## src/rtl/nf10_upb_axis_upsizer.sv

```systemverilog
// nf10_upb_axis_upsizer: packs narrow MAC-side AXI-Stream beats into wide beats,
// stamps packet metadata, truncates oversize frames and counts packets.
module nf10_upb_axis_upsizer #(
   parameter int C_S_DATA_WIDTH        = 64,
   parameter int C_AXIS_DATA_WIDTH     = 256,
   parameter int C_INPORT_WIDTH        = 3,
   parameter int C_OUTPORT_WIDTH       = 8,
   parameter int C_PACKET_LENGTH_WIDTH = 14,
   parameter int C_PORT_NUMBER         = 0,
   parameter int C_MAX_PACKET_LENGTH   = 10000
) (
   input  logic                               axi_aclk,
   input  logic                               axi_reset,
   input  logic [C_S_DATA_WIDTH-1:0]          s_axis_tdata,
   input  logic [C_S_DATA_WIDTH/8-1:0]        s_axis_tkeep,
   input  logic                               s_axis_tuser,
   input  logic                               s_axis_tvalid,
   input  logic                               s_axis_tlast,
   output logic                               s_axis_tready,
   output logic [C_AXIS_DATA_WIDTH-1:0]       m_axis_tdata,
   output logic [C_AXIS_DATA_WIDTH/8-1:0]     m_axis_tkeep,
   output logic [C_PACKET_LENGTH_WIDTH-1:0]   m_axis_tuser_packet_length,
   output logic [C_INPORT_WIDTH-1:0]          m_axis_tuser_in_port,
   output logic [C_INPORT_WIDTH-1:0]          m_axis_tuser_in_vport,
   output logic [C_OUTPORT_WIDTH-1:0]         m_axis_tuser_out_port,
   output logic [C_OUTPORT_WIDTH-1:0]         m_axis_tuser_out_vport,
   output logic                               m_axis_tuser_bad,
   output logic                               m_axis_tvalid,
   output logic                               m_axis_tlast,
   input  logic                               m_axis_tready,
   output logic [31:0]                        stat_pkt_count,
   output logic [31:0]                        stat_bad_count
);

   localparam int SW  = C_S_DATA_WIDTH;
   localparam int SK  = C_S_DATA_WIDTH / 8;
   localparam int MW  = C_AXIS_DATA_WIDTH;
   localparam int MK  = C_AXIS_DATA_WIDTH / 8;
   localparam int N   = MW / SW;
   localparam int LW  = $clog2(N);
   localparam int PLW = C_PACKET_LENGTH_WIDTH;

   localparam logic [PLW-1:0] MAX_LEN   = PLW'(C_MAX_PACKET_LENGTH);
   localparam logic [LW-1:0]  LAST_LANE = LW'(N - 1);

   typedef enum logic [1:0] {
      IDLE,
      ACCUM,
      DISCARD
   } state_t;

   state_t          state;
   logic [LW-1:0]   lane;
   logic [PLW-1:0]  byte_cnt;
   logic [MW-1:0]   acc_data;
   logic [MK-1:0]   acc_keep;

   logic [PLW-1:0]  beat_bytes;
   logic [PLW-1:0]  next_cnt;
   logic [SW-1:0]   lane_data;
   logic [MW-1:0]   wide_data;
   logic [MK-1:0]   wide_keep;
   logic            accept;
   logic            trunc;
   logic            pkt_end;
   logic            complete;

   assign m_axis_tuser_in_port   = C_INPORT_WIDTH'(C_PORT_NUMBER);
   assign m_axis_tuser_in_vport  = C_INPORT_WIDTH'(C_PORT_NUMBER);
   assign m_axis_tuser_out_port  = '0;
   assign m_axis_tuser_out_vport = '0;

   // Accept whenever the output register is free; drain freely while discarding.
   assign s_axis_tready = !axi_reset &&
                          ((state == DISCARD) || !m_axis_tvalid || m_axis_tready);

   assign accept   = s_axis_tvalid && s_axis_tready;
   assign next_cnt = byte_cnt + beat_bytes;
   assign trunc    = !s_axis_tlast && (next_cnt > MAX_LEN);
   assign pkt_end  = s_axis_tlast || trunc;
   assign complete = (lane == LAST_LANE) || pkt_end;

   // Byte count of the incoming beat (tkeep is contiguous, so popcount is exact).
   always_comb begin
      beat_bytes = '0;
      for (int b = 0; b < SK; b++)
         beat_bytes = beat_bytes + PLW'(s_axis_tkeep[b]);
   end

   // Merge the current narrow beat into its lane; unkept bytes read as zero.
   always_comb begin
      lane_data = '0;
      for (int b = 0; b < SK; b++)
         lane_data[b*8 +: 8] = s_axis_tkeep[b] ? s_axis_tdata[b*8 +: 8] : 8'h00;
      wide_data = acc_data;
      wide_keep = acc_keep;
      for (int k = 0; k < N; k++) begin
         if (lane == LW'(k)) begin
            wide_data[k*SW +: SW] = lane_data;
            wide_keep[k*SK +: SK] = s_axis_tkeep;
         end
      end
   end

   // Packing FSM, registered output beat and statistics.
   always_ff @(posedge axi_aclk) begin
      if (axi_reset) begin
         state                      <= IDLE;
         lane                       <= '0;
         byte_cnt                   <= '0;
         acc_data                   <= '0;
         acc_keep                   <= '0;
         m_axis_tvalid              <= 1'b0;
         m_axis_tlast               <= 1'b0;
         m_axis_tuser_bad           <= 1'b0;
         m_axis_tdata               <= '0;
         m_axis_tkeep               <= '0;
         m_axis_tuser_packet_length <= '0;
         stat_pkt_count             <= '0;
         stat_bad_count             <= '0;
      end else begin
         if (m_axis_tvalid && m_axis_tready) begin
            m_axis_tvalid <= 1'b0;
            if (m_axis_tlast) begin
               stat_pkt_count <= stat_pkt_count + 32'd1;
               if (m_axis_tuser_bad)
                  stat_bad_count <= stat_bad_count + 32'd1;
            end
         end
         if (accept) begin
            unique case (state)
               IDLE, ACCUM: begin
                  if (complete) begin
                     m_axis_tvalid              <= 1'b1;
                     m_axis_tdata               <= wide_data;
                     m_axis_tkeep               <= wide_keep;
                     m_axis_tuser_packet_length <= next_cnt;
                     m_axis_tlast               <= pkt_end;
                     m_axis_tuser_bad           <= (s_axis_tlast && s_axis_tuser) || trunc;
                     acc_data                   <= '0;
                     acc_keep                   <= '0;
                     lane                       <= '0;
                     byte_cnt                   <= pkt_end ? '0 : next_cnt;
                     if (trunc)
                        state <= DISCARD;
                     else if (s_axis_tlast)
                        state <= IDLE;
                     else
                        state <= ACCUM;
                  end else begin
                     acc_data <= wide_data;
                     acc_keep <= wide_keep;
                     lane     <= lane + LW'(1);
                     byte_cnt <= next_cnt;
                     state    <= ACCUM;
                  end
               end
               DISCARD: begin
                  if (s_axis_tlast)
                     state <= IDLE;
               end
               default: state <= IDLE;
            endcase
         end
      end
   end

endmodule

```

## config.mk

```make
export PLATFORM = sky130hd
export DESIGN_NAME = nf10_upb_axis_upsizer
export DESIGN_NICKNAME = d
export VERILOG_FILES = /design/src/rtl/nf10_upb_axis_upsizer.sv
export SDC_FILE = /design/constraint.sdc
export NUM_CORES = 2
export LEC_CHECK = 0
export ABC_CLOCK_PERIOD_IN_PS = 9800
export CORE_MARGIN = 2
export CORE_UTILIZATION = 55
export DETAILED_ROUTE_END_ITERATION = 12
export GPL_TIMING_DRIVEN = 0
export PLACE_DENSITY = 0.8
export SLEW_MARGIN = 20
export SYNTH_ARGS = -nofsm -noshare
export SYNTH_HDL_FRONTEND = slang
export SYNTH_SLANG_ARGS = --single-unit
```

## constraint.sdc

```tcl
create_clock -name axi_aclk -period 9.8 [get_ports axi_aclk]
set_input_delay 2.94 -clock axi_aclk [delete_from_list [all_inputs] [get_ports axi_aclk]]
set_output_delay 2.94 -clock axi_aclk [all_outputs]
set_load 0.05 [all_outputs]
```

==> summary.txt <==
Worst setup path
  – Reg2Reg Setup Slack: 5.32 ns
  – Worst Path Arrival: 10.09 ns
  – Critical path type: input port to flip-flop
  – CP Max Fanout: 10
  – Worst r2r path cells: 13
  – Critical path startpoint category: input port
  – CP required: 10.35 ns
  – Worst R2R End: m_axis_tdata[106]
  – Crit end category: flip-flop
  – RR Startpoint: byte_cnt[0]

Route
  – First-pass DRT Iterations: 12
  – DRT antenna net count: 0
  – Met2 wire len: 56.7 mm
  – Routed WL: 134 mm
  – Routed len/inst: 24.1 um
  – Met1 WL: 49.2 mm
  – WL met3: 18.1 mm
  – Vias: 36,300
  – Starting DRT DRC Count: 5,084
  – Max Used Layer: met5
  – Post-DR vias/cell: 6.53
  – Drt drc: 2

STA
  – Slew @ Worst Pin: 1.30 ns
  – Setup violators final: 0
  – Clk_skew: 0.0289 ns
  – Tmin final: 9.54 ns
  – Final worst hold slack: 0.452 ns
  – Crit share post-route: 97.3%
  – Max-slew headroom: 13.4%
  – Hold Fails Final Rpt: 0
  – RSZ-0062 raised after global routing: no
  – Achievable Freq: 0.105 GHz
  – Final slew viol count: 0

Pwr
  – Peak VDD IR: 0.117 mV
  – Combinational share of power: 13.9%
  – Areal power density over the cells: 158 nW/um2
  – Sequential fraction of design power: 42.4%
  – Design Power: 0.00670 W
  – Sw frac: 28.2%
  – Internal Pwr Total: 0.00482 W
  – Switching Power: 0.00189 W
  – Clock group share of total power: 43.7%
  – Leak pwr: 16.4 nW

Floorplanning
  – Die Span Y: 253 um
  – Initial cell density of the core: 55.5%
  – Row count: 91
  – Top-level I/O count: 470
  – Die width: 253 um
  – Die ar.: 64,100 um2
  – Core Area: 61,600 um2

CTS
  – Number of clock sinks: 675
  – Clk_lat worst skew: 0.63 ns
  – CTS tree: done
  – Cts hold-fix bufs: 0
  – Root buffer cell: clkbuf_16
  – Clk buf depth: 3
  – H-tree Lvls: 3
  – CTS Buf Count: 74
  – Worst-path clk slew: 0.06 ns
  – Setup Buffers After CTS: 0

Global routing
  – Largest net degree at the start of global routing: 14
  – First-pass GRT wire length: 198 mm
  – Initial antenna violation count: 6
  – Remaining global-route overflow: 0
  – Number of global-route vias before repair: 33,000
  – Total Routing Usage GR: 39.9%

Finish
  – Post-layout util: 68.7%
  – Layout Nets: 4,764
  – Area Growth Syn to Fin: 23.9%
  – Share of cells above drive strength 1: 4.24%

Synthesis
  – Post-Synth XOR/XNOR Area: 1.59%
  – Post-synth ARST share: 0%
  – Yosys warning count: 0
  – Post-synthesis mux area share: 8.53%
  – Register area share after synthesis: 39.6%
  – Synth Cell Area: 34,200 um2
  – Synth cell types: 60
  – Mean post-synth cell area: 8.29 um2
  – Post-synth top area share: 39.6%
  – Area share of fa/ha/maj cells after synthesis: 0.806%
  – Simple-Gate Fraction of Synth Area: 23.7%
  – Yosys top cell by area: dfxtp_1
  – Compound-cell area share of the yosys netlist: 19.0%
  – Cells after synthesis: 4,121
  – Post-synth EDFFs: 0
  – Synth Flop Type: dfxtp_1
  – Largest family of logic cells by synthesized area: simple AND/OR/NAND/NOR gates
  – Seq cells post-synth: 675
  – Area contributors post-synth: dfxtp_1 40%, nand3_1 9.4%, mux2i_1 8.5%

Placed design
  – DP HPWL: 95.4 mm
  – Gpl congestion: 0.968
  – Number of port buffers: 446

Hold path
  – WHS Endpoint: acc_data[144]
  – Worst hold path class: flip-flop to flip-flop
  – Min-delay src: acc_data[144]
  – Hold depth: 2

Run
  – Max-cap violations: 0

Status
  – Failing checks: DRC
  – Status: finished, violations left
## worst max-delay path by stage
stage / startpoint / end / slack (ns) / depth (start not counted)
2_1_floorplan: s_axis_tkeep[0] / acc_data[100] / 1.99 / 18
3_3_place_gp: s_axis_tkeep[5] / acc_data[253] / -0.43 / 19
3_5_place_dp: s_axis_tkeep[5] / m_axis_tuser_packet_length[0] / -0.20 / 20
4_1_cts: s_axis_tkeep[6] / m_axis_tuser_packet_length[0] / 0.42 / 20
5_1_grt: s_axis_tkeep[5] / m_axis_tdata[106] / 0.12 / 21
6_report: s_axis_tkeep[5] / m_axis_tdata[106] / 0.26 / 20
## per-stage QoR
stage | TNS (ns) | setup WS [ns] | cells | area [um2]
finish | 0 | 0.264 | 5561 | 42300
CTS | 0 | 0.418 | 5555 | 42300
global route | 0 | 0.125 | 5555 | 42300
detailed placement | -2.55 | -0.198 | 5428 | 39800
global placement | -30.03 | -0.429 | 5425 | 39800
floorplan | 0 | 1.99 | 4142 | 34200
## critical path, cell delays in order
cell             delay, ns
clkdlybuf4s50_1       0.56
clkdlybuf4s15_1       0.77
inv_1                 0.15
fa_1                  0.52
fa_1                  0.48
inv_1                 0.04
ha_1                  0.19
inv_1                 0.07
fa_1                  0.45
fa_1                  0.44
nand2b_1              0.21
a21oi_1               0.37
xnor2_1               0.16
a31oi_1               0.15
a21oi_1               0.37
buf_2                 0.31
clkbuf_1              0.93
buf_1                 0.45
nand3_1               0.31
nand3_1               0.16
## routing by layer
layer / vias to the layer above / global-route usage, %
met4: 10 / 26.1
met2: 2566 / 59.7
li1: 16100 / -
met3: 549 / 12.6
met1: 17000 / 49.3
met5: - / 0
## power groups by stage
| stage | logic (W) | clock network, W | registers (W) |
|---|---|---|---|
| 2_1_floorplan | 0.000444 | 0 | 0.00302 |
| 3_3_place_gp | 0.000884 | 0 | 0.00290 |
| 3_5_place_dp | 0.000896 | 0 | 0.00290 |
| 4_1_cts | 0.000901 | 0.00291 | 0.00284 |
| 5_1_grt | 0.000967 | 0.00303 | 0.00285 |
| 6_report | 0.000932 | 0.00293 | 0.00284 |
## cell usage after synthesis (38+ instances only)
cell,n
a21oi_1,113
a22o_1,128
a32oi_1,256
and2_1,139
and3_1,270
buf_1,60
clkbuf_1,414
dfxtp_1,675
inv_1,38
mux2i_1,290
nand2_1,144
nand3_1,640
nor2_1,325
o21ai_0,276
## flip-flops by register name, summed over array words and instances (netlist names), 14 cells and up
register and flops:
m_axis_tkeep 32, stat_bad_count 32, m_axis_tuser_packet_length 14, m_axis_tdata 256
acc_data 256, byte_cnt 14, stat_pkt_count 32, acc_keep 32
## what timing repair did
| action | 4_1_cts | 5_1_grt |
|---|---|---|
| endpoints found under the hold margin | 0 | 0 |
| resized for setup | 0 | 5 |
| setup endpoints to repair | 0 | 1 |
## cell usage in the layout, fill, tap and decap left out, types with 5 or more instances in the layout
| cell type | synthesis | layout |
|---|---|---|
| dfxtp_1 | 675 | 675 |
| nand3_1 | 640 | 640 |
| clkdlybuf4s50_1 | 0 | 446 |
| clkbuf_1 | 414 | 424 |
| nor2_1 | 325 | 325 |
| mux2i_1 | 290 | 290 |
| o21ai_0 | 276 | 276 |
| and3_1 | 270 | 270 |
| a32oi_1 | 256 | 256 |
| nand2_1 | 144 | 144 |
| and2_1 | 139 | 139 |
| a22o_1 | 128 | 128 |
| a21oi_1 | 113 | 113 |
| clkbuf_16 | 0 | 77 |
| buf_1 | 60 | 60 |
| inv_1 | 38 | 38 |
| xor2_1 | 36 | 36 |
| o311ai_0 | 32 | 32 |
| o211a_1 | 32 | 32 |
| nand4_1 | 29 | 29 |
| buf_2 | 28 | 28 |
| buf_4 | 25 | 25 |
| xnor2_1 | 24 | 24 |
| conb_1 | 1 | 22 |
| or3_1 | 16 | 16 |
| ha_1 | 14 | 14 |
| a31oi_1 | 13 | 13 |
| clkbuf_8 | 0 | 12 |
| nor3_1 | 12 | 11 |
| a211oi_1 | 11 | 11 |
| a311oi_1 | 10 | 10 |
| clkbuf_2 | 0 | 9 |
| buf_6 | 7 | 8 |
| o2bb2ai_1 | 8 | 8 |
| bufinv_16 | 0 | 8 |
| clkinv_2 | 0 | 8 |
| diode_2 | 0 | 6 |
| o211ai_1 | 6 | 6 |
| fa_1 | 5 | 5 |
## kinds of logic after synthesis
| logic type | count (synthesis) |
|---|---|
| simple gates | 1602 |
| xor+xnor | 61 |
| other cells | 1 |
| compound gates | 900 |
| fa+ha+maj | 19 |
| mux | 291 |
| flops | 675 |
| buf+inv | 572 |
## cell type report
class                   instances  area, um2
fillers                      4967      19300
multi-input cells            2895      18400
flip-flops and latches        675      13500
repair buffers                449       4510
plain buffers                 534       2200
clock buffers                 109       2170
well taps                     837       1050
clock inverters                18        298
inverters                      38        143
diodes                          6       15.0
Power figures use the tool's default switching activity.
